File: config.mk
export PLATFORM = sky130hd
export DESIGN_NAME = unified_mem_arbiter_flat
export DESIGN_NICKNAME = d
export VERILOG_FILES = /design/src/rtl/unified_mem_arbiter_if.sv /design/src/rtl/unified_mem_arbiter.sv /design/src/flat_wrapper.sv
export SDC_FILE = /design/constraint.sdc
export NUM_CORES = 1
export LEC_CHECK = 0
export BUFFER_PORTS_ARGS = -buffer_cell sky130_fd_sc_hd__buf_2
export CAP_MARGIN = 40
export CORE_MARGIN = 2
export CORE_UTILIZATION = 50
export DETAILED_ROUTE_END_ITERATION = 16
export PLACE_DENSITY = 0.88
export SYNTH_ARGS = -nofsm -noshare
export SYNTH_HDL_FRONTEND = slang
export SYNTH_SLANG_ARGS = --single-unit
File: constraint.sdc
create_clock -name clk -period 5.3 [get_ports clk]
set_input_delay 0.795 -clock clk [delete_from_list [all_inputs] [get_ports clk]]
set_output_delay 0.795 -clock clk [all_outputs]
set_load 0.005 [all_outputs]
File: src/rtl/unified_mem_arbiter_if.sv
// Bus bundle between the fetch/data requesters, the arbiter and the memory macro.
// slave is the arbiter view; master is the view of the requesters plus memory.
interface unified_mem_arbiter_if;
  logic        if_req;
  logic [31:0] if_addr;
  logic        if_gnt;
  logic        if_rvalid;
  logic [31:0] if_rdata;

  logic        d_req;
  logic        d_we;
  logic [31:0] d_addr;
  logic [31:0] d_wdata;
  logic [3:0]  d_be;
  logic        d_gnt;
  logic        d_rvalid;
  logic [31:0] d_rdata;

  logic        mem_req;
  logic        mem_we;
  logic [31:0] mem_addr;
  logic [31:0] mem_wdata;
  logic [3:0]  mem_be;
  logic        mem_rvalid;
  logic [31:0] mem_rdata;

  logic        bus_err;

  modport slave (
    input  if_req, if_addr, d_req, d_we, d_addr, d_wdata, d_be, mem_rvalid, mem_rdata,
    output if_gnt, if_rvalid, if_rdata, d_gnt, d_rvalid, d_rdata,
           mem_req, mem_we, mem_addr, mem_wdata, mem_be, bus_err
  );

  modport master (
    output if_req, if_addr, d_req, d_we, d_addr, d_wdata, d_be, mem_rvalid, mem_rdata,
    input  if_gnt, if_rvalid, if_rdata, d_gnt, d_rvalid, d_rdata,
           mem_req, mem_we, mem_addr, mem_wdata, mem_be, bus_err
  );
endinterface

File: src/rtl/unified_mem_arbiter.sv
// Shares one single-port memory between instruction fetch and data access, one
// transaction in flight; data has priority, fetch is forced after MAX_D_STREAK.
module unified_mem_arbiter #(
  parameter int MAX_D_STREAK = 4,
  parameter int TIMEOUT      = 16
) (
  input logic                  clk,
  input logic                  reset,
  unified_mem_arbiter_if.slave bus
);

  // state   | meaning
  // IDLE    | no transaction outstanding, grants allowed
  // BUSY_IF | fetch read outstanding at the memory
  // BUSY_D  | data load/store outstanding at the memory
  typedef enum logic [1:0] {
    IDLE    = 2'd0,
    BUSY_IF = 2'd1,
    BUSY_D  = 2'd2
  } state_t;

  state_t      state_q, state_d;
  logic [3:0]  streak_q;
  logic [7:0]  tmo_cnt_q;
  logic        busy;
  logic        force_if;
  logic        tmo_hit;
  logic        d_gnt;
  logic        if_gnt;

  assign busy     = (state_q != IDLE);
  assign force_if = (streak_q == 4'(MAX_D_STREAK));
  // A response in the limit cycle wins over the abort.
  assign tmo_hit  = busy && !bus.mem_rvalid && (tmo_cnt_q == 8'(TIMEOUT - 1));

  always_ff @(posedge clk or negedge reset) begin
    if (!reset) begin
      state_q <= IDLE;
    end else begin
      state_q <= state_d;
    end
  end

  always_comb begin
    state_d = state_q;
    case (state_q)
      IDLE: begin
        if (d_gnt) begin
          state_d = BUSY_D;
        end else if (if_gnt) begin
          state_d = BUSY_IF;
        end
      end
      BUSY_IF, BUSY_D: begin
        if (bus.mem_rvalid || tmo_hit) begin
          state_d = IDLE;
        end
      end
      default: state_d = IDLE;
    endcase
  end

  always_comb begin
    d_gnt  = 1'b0;
    if_gnt = 1'b0;
    if (state_q == IDLE) begin
      d_gnt  = bus.d_req && !(bus.if_req && force_if);
      if_gnt = bus.if_req && !d_gnt;
    end
  end

  assign bus.d_gnt  = d_gnt;
  assign bus.if_gnt = if_gnt;

  always_ff @(posedge clk or negedge reset) begin
    if (!reset) begin
      streak_q      <= '0;
      tmo_cnt_q     <= '0;
      bus.mem_req   <= 1'b0;
      bus.mem_we    <= 1'b0;
      bus.mem_addr  <= '0;
      bus.mem_wdata <= '0;
      bus.mem_be    <= '0;
      bus.if_rvalid <= 1'b0;
      bus.if_rdata  <= '0;
      bus.d_rvalid  <= 1'b0;
      bus.d_rdata   <= '0;
      bus.bus_err   <= 1'b0;
    end else begin
      bus.mem_req   <= 1'b0;
      bus.if_rvalid <= 1'b0;
      bus.d_rvalid  <= 1'b0;
      bus.bus_err   <= 1'b0;
      if (d_gnt) begin
        bus.mem_req   <= 1'b1;
        bus.mem_we    <= bus.d_we;
        bus.mem_addr  <= bus.d_addr;
        bus.mem_wdata <= bus.d_wdata;
        bus.mem_be    <= bus.d_we ? bus.d_be : 4'hF;
        tmo_cnt_q     <= '0;
        streak_q      <= bus.if_req ? streak_q + 4'd1 : 4'd0;
      end else if (if_gnt) begin
        bus.mem_req   <= 1'b1;
        bus.mem_we    <= 1'b0;
        bus.mem_addr  <= bus.if_addr;
        bus.mem_be    <= 4'hF;
        tmo_cnt_q     <= '0;
        streak_q      <= '0;
      end else if (busy) begin
        if (bus.mem_rvalid || tmo_hit) begin
          if (state_q == BUSY_IF) begin
            bus.if_rvalid <= 1'b1;
            bus.if_rdata  <= bus.mem_rvalid ? bus.mem_rdata : 32'h0;
          end else begin
            bus.d_rvalid <= 1'b1;
            bus.d_rdata  <= (bus.mem_rvalid && !bus.mem_we) ? bus.mem_rdata : 32'h0;
          end
          bus.bus_err <= tmo_hit;
        end else begin
          tmo_cnt_q <= tmo_cnt_q + 8'd1;
        end
      end
    end
  end

endmodule

File: src/flat_wrapper.sv
// flat-port wrapper written by rule: the top's interface ports become plain ports
module unified_mem_arbiter_flat 
#(
  parameter int MAX_D_STREAK = 4,
  parameter int TIMEOUT      = 16
)
  (clk, reset, bus_if_req, bus_if_addr, bus_d_req, bus_d_we, bus_d_addr, bus_d_wdata, bus_d_be, bus_mem_rvalid, bus_mem_rdata, bus_if_gnt, bus_if_rvalid, bus_if_rdata, bus_d_gnt, bus_d_rvalid, bus_d_rdata, bus_mem_req, bus_mem_we, bus_mem_addr, bus_mem_wdata, bus_mem_be, bus_bus_err);
  unified_mem_arbiter_if bus_i ();
  input logic clk;
  input logic reset;
  input wire logic [$bits(bus_i.if_req)-1:0] bus_if_req;
  input wire logic [$bits(bus_i.if_addr)-1:0] bus_if_addr;
  input wire logic [$bits(bus_i.d_req)-1:0] bus_d_req;
  input wire logic [$bits(bus_i.d_we)-1:0] bus_d_we;
  input wire logic [$bits(bus_i.d_addr)-1:0] bus_d_addr;
  input wire logic [$bits(bus_i.d_wdata)-1:0] bus_d_wdata;
  input wire logic [$bits(bus_i.d_be)-1:0] bus_d_be;
  input wire logic [$bits(bus_i.mem_rvalid)-1:0] bus_mem_rvalid;
  input wire logic [$bits(bus_i.mem_rdata)-1:0] bus_mem_rdata;
  output wire logic [$bits(bus_i.if_gnt)-1:0] bus_if_gnt;
  output wire logic [$bits(bus_i.if_rvalid)-1:0] bus_if_rvalid;
  output wire logic [$bits(bus_i.if_rdata)-1:0] bus_if_rdata;
  output wire logic [$bits(bus_i.d_gnt)-1:0] bus_d_gnt;
  output wire logic [$bits(bus_i.d_rvalid)-1:0] bus_d_rvalid;
  output wire logic [$bits(bus_i.d_rdata)-1:0] bus_d_rdata;
  output wire logic [$bits(bus_i.mem_req)-1:0] bus_mem_req;
  output wire logic [$bits(bus_i.mem_we)-1:0] bus_mem_we;
  output wire logic [$bits(bus_i.mem_addr)-1:0] bus_mem_addr;
  output wire logic [$bits(bus_i.mem_wdata)-1:0] bus_mem_wdata;
  output wire logic [$bits(bus_i.mem_be)-1:0] bus_mem_be;
  output wire logic [$bits(bus_i.bus_err)-1:0] bus_bus_err;
  assign bus_i.if_req = bus_if_req;
  assign bus_i.if_addr = bus_if_addr;
  assign bus_i.d_req = bus_d_req;
  assign bus_i.d_we = bus_d_we;
  assign bus_i.d_addr = bus_d_addr;
  assign bus_i.d_wdata = bus_d_wdata;
  assign bus_i.d_be = bus_d_be;
  assign bus_i.mem_rvalid = bus_mem_rvalid;
  assign bus_i.mem_rdata = bus_mem_rdata;
  assign bus_if_gnt = bus_i.if_gnt;
  assign bus_if_rvalid = bus_i.if_rvalid;
  assign bus_if_rdata = bus_i.if_rdata;
  assign bus_d_gnt = bus_i.d_gnt;
  assign bus_d_rvalid = bus_i.d_rvalid;
  assign bus_d_rdata = bus_i.d_rdata;
  assign bus_mem_req = bus_i.mem_req;
  assign bus_mem_we = bus_i.mem_we;
  assign bus_mem_addr = bus_i.mem_addr;
  assign bus_mem_wdata = bus_i.mem_wdata;
  assign bus_mem_be = bus_i.mem_be;
  assign bus_bus_err = bus_i.bus_err;
  unified_mem_arbiter #(.MAX_D_STREAK(MAX_D_STREAK), .TIMEOUT(TIMEOUT)) u_core (.clk(clk), .reset(reset), .bus(bus_i));
endmodule
==> impl_metrics.ini <==
[run_status]
status = completed

[floorplanning]
rows = 41
fp.dieH_um = 118
fp.dieW_um = 118
coreArea_um2 = 12700
die_area_um2 = 13900
start_util = 0.512
io_pins = 277

[grt]
antenna_found_initial = 0
grt_pass1_wl_um = 28000
gr-total-overflow = 0
grt_pass1_vias = 5427
grt_max_degree = 99
track_usage = 0.254

[clocking]
cts_hold_buf = 0
cts_buffer_depth = 2
cts_buffers = 17
root_buffer = clkbuf_16
cts_tree = built
htreeDepth = 4
cts.sinks = 151
clk_pin_slew_worst_paths_ns = 0.06
post_cts_buffers = 0
post_cts_resized = 0
clk_latency_ns = 0.42

[worst_setup_path]
path_class = flip-flop to output port
endpoint_kind = output port
cp_max_fo = 34
slowest_stage = ha_1
slowest_delay_ns = 0.53
worst_ep_required_time_ns = 4.51
arrival_ns = 2.15
worstPathCellList = inv_1 > ha_1 > nand2_1 > a21o_1 > buf_4 > inv_2 > buf_2
cp-start-kind = flip-flop

[sta]
tightest_slew_ns = 0.732
max_slew_margin = 0.512
setup_viol = 0
min_period_ns = 2.95
clock.fmax_mhz = 339
slew_violations = 0
fin_crit_sh = 0.556
rsz0062_at_grt = false
fin_tns_setup_ns = 0
finalHoldViolations = 0
clock_skew_ns = 0.00753

[logic_synthesis]
synth_edf_count = 0
synth_fp_nets = 642
syn_area_per_cell_um2 = 13.0
yosysSeqAreaShare = 0.582
ys_ff_latch = 151
synth.distinct_cells = 41
synth_cells = 499
ys_warn_count = 0
synth_ff_type = dfrtp_1
ys_async_sr_fraction = 1.00
syn_area_um2 = 6490

[cells_and_area]
area_delta_synth_final_pct = 33.5
nets = 908
finalInstanceArea_um2 = 8660
antennaDiodeCount = 0
drive_gt1_frac = 0.449

[run]
drv_cap = 0

[detailed_routing]
ant_nets = 0
drt_iter0_drc = 416
drt-total-wl_um = 17600
drt-vias-per-instance = 5.64
num_vias = 5357
drc = 0
first_pass_iters = 4
wl_per_cell_um = 18.5

[hold_path]
hold_class = input port to async pin

[place]
dpl.hpwl_um = 12600
gp_congestion = 0.901
portBuffers = 276
dpl_cell_area_um2 = 8060

[pwr]
vdd_drop_max_v = 0.000306
power.density_nw_per_um2 = 594
p_leak_uw = 0.00409
-- metrics by stage --
step,hold WS [ns],utilization,cells,power (uW),worst slack [ns]
after floorplan,0.467,-,499,3100,3.01
after global placement,0.469,0.632,916,3800,2.92
after detailed placement,0.476,0.636,918,3950,2.80
after CTS,0.127,0.684,950,5180,2.34
after global routing,0.134,0.684,950,5450,2.22
final,0.151,0.684,950,5150,2.35
-- per-layer routing --
| layer | global-route usage | wire length, um | up-vias |
|---|---|---|---|
| li1 | - | - | 2408 |
| met1 | 0.308 | 6830 | 2668 |
| met2 | 0.451 | 9350 | 258 |
| met3 | 0.0557 | 1160 | 23 |
| met4 | 0.0821 | 269 | 0 |
| met5 | 0 | 0 | - |
-- placed cells by master, fill, tap and decap left out, types with 2 or more instances in the layout --
| cell | Yosys | final |
|---|---|---|
| a21o_1 | 65 | 65 |
| a22o_1 | 64 | 64 |
| and3_1 | 3 | 3 |
| buf_2 | 22 | 275 |
| buf_4 | 1 | 8 |
| bufinv_16 | 0 | 2 |
| clkbuf_16 | 0 | 17 |
| clkbuf_8 | 0 | 3 |
| clkinv_2 | 0 | 2 |
| clkinv_4 | 0 | 3 |
| clkinvlp_4 | 0 | 2 |
| dfrtp_1 | 151 | 151 |
| ha_1 | 5 | 5 |
| inv_1 | 8 | 8 |
| inv_2 | 3 | 3 |
| inv_6 | 0 | 2 |
| mux2_1 | 12 | 12 |
| mux2_2 | 20 | 20 |
| mux2i_1 | 7 | 7 |
| nand2_1 | 15 | 15 |
| nand2b_1 | 33 | 33 |
| nand3_1 | 4 | 3 |
| nand4_1 | 5 | 5 |
| nor2_1 | 3 | 3 |
| o21ai_1 | 2 | 2 |
| o221a_1 | 32 | 32 |
| o22a_1 | 4 | 4 |
| o22ai_1 | 4 | 4 |
-- cells in the mapped netlist (5+ instances only) --
cell | n | area [um^2]
nand2b_1 | 33 | 206
mux2_2 | 20 | 225
nand2_1 | 15 | 56.3
a22o_1 | 64 | 561
ha_1 | 5 | 62.6
nand4_1 | 5 | 31.3
a21o_1 | 65 | 488
dfrtp_1 | 151 | 3780
buf_2 | 22 | 110
mux2i_1 | 7 | 70.1
mux2_1 | 12 | 135
o221a_1 | 32 | 360
inv_1 | 8 | 30.0
clkbuf_1 | 16 | 60.1
-- path summary, 6_finish.rpt --
| check | cells past startpoint | slack (ns) | from | end |
|---|---|---|---|---|
| max reg2reg | 5 | 3.16 | u_core.state_q[0] | u_core.bus.mem_wdata[26] |
| max | 7 | 2.35 | u_core.state_q[1] | bus_if_gnt |
| min | 1 | 0.15 | reset | u_core.bus.if_rdata[23] |
| max in group asynchronous | 3 | 3.86 | reset | u_core.bus.d_rdata[4] |
| min in group clk | 1 | 0.49 | u_core.bus.mem_wdata[29] | u_core.bus.mem_wdata[29] |
| min reg2reg | 1 | 0.49 | u_core.bus.mem_wdata[29] | u_core.bus.mem_wdata[29] |
-- cell type report --
| type | instances | area (um^2) |
|---|---|---|
| Tap cell | 172 | 215 |
| Multi-Input combinational cell | 298 | 2530 |
| Sequential cell | 151 | 3780 |
| Fill cell | 921 | 4010 |
| Clock inverter | 12 | 140 |
| Inverter | 11 | 41.3 |
| Timing Repair Buffer | 286 | 1500 |
| Clock buffer | 20 | 467 |
-- flip-flops by register name, summed over array words and instances, names as in the netlist --
signal	cells
u_core.bus.bus_err	1
u_core.tmo_cnt_q	8
u_core.bus.if_rdata	32
u_core.bus.mem_wdata	32
u_core.bus.mem_be	4
u_core.bus.if_rvalid	1
u_core.streak_q	4
u_core.bus.d_rdata	32
u_core.bus.mem_addr	32
u_core.bus.mem_we	1
u_core.bus.mem_req	1
u_core.bus.d_rvalid	1
u_core.state_q	2
-- worst max-delay path: cells and delay by family (launching register included) --
family	cells	cell delay, ns
AO/OA/AOI/OAI	1	0.17
AND/OR/NAND/NOR	1	0.14
flip-flops	1	0.36
adder cells (fa/ha/maj)	1	0.53
buffers and inverters	4	0.51
-- report_power, final --
part	internal (uW)	total, uW	switching [uW]
logic	1080	1990	909
registers	1630	1940	308
clock network	737	1220	478
-- cells by family (layout without fill, tap and decap cells) --
| group | Yosys count | count (layout) | synth area share |
|---|---|---|---|
| AO/OA/AOI/OAI | 180 | 180 | 0.240 |
| flip-flops | 151 | 151 | 0.582 |
| AND/OR/NAND/NOR | 74 | 74 | 0.0684 |
| buffers and inverters | 50 | 329 | 0.0337 |
| multiplexers | 39 | 39 | 0.0663 |
| adder cells (fa/ha/maj) | 5 | 5 | 0.00964 |
Power figures use the tool's default switching activity.
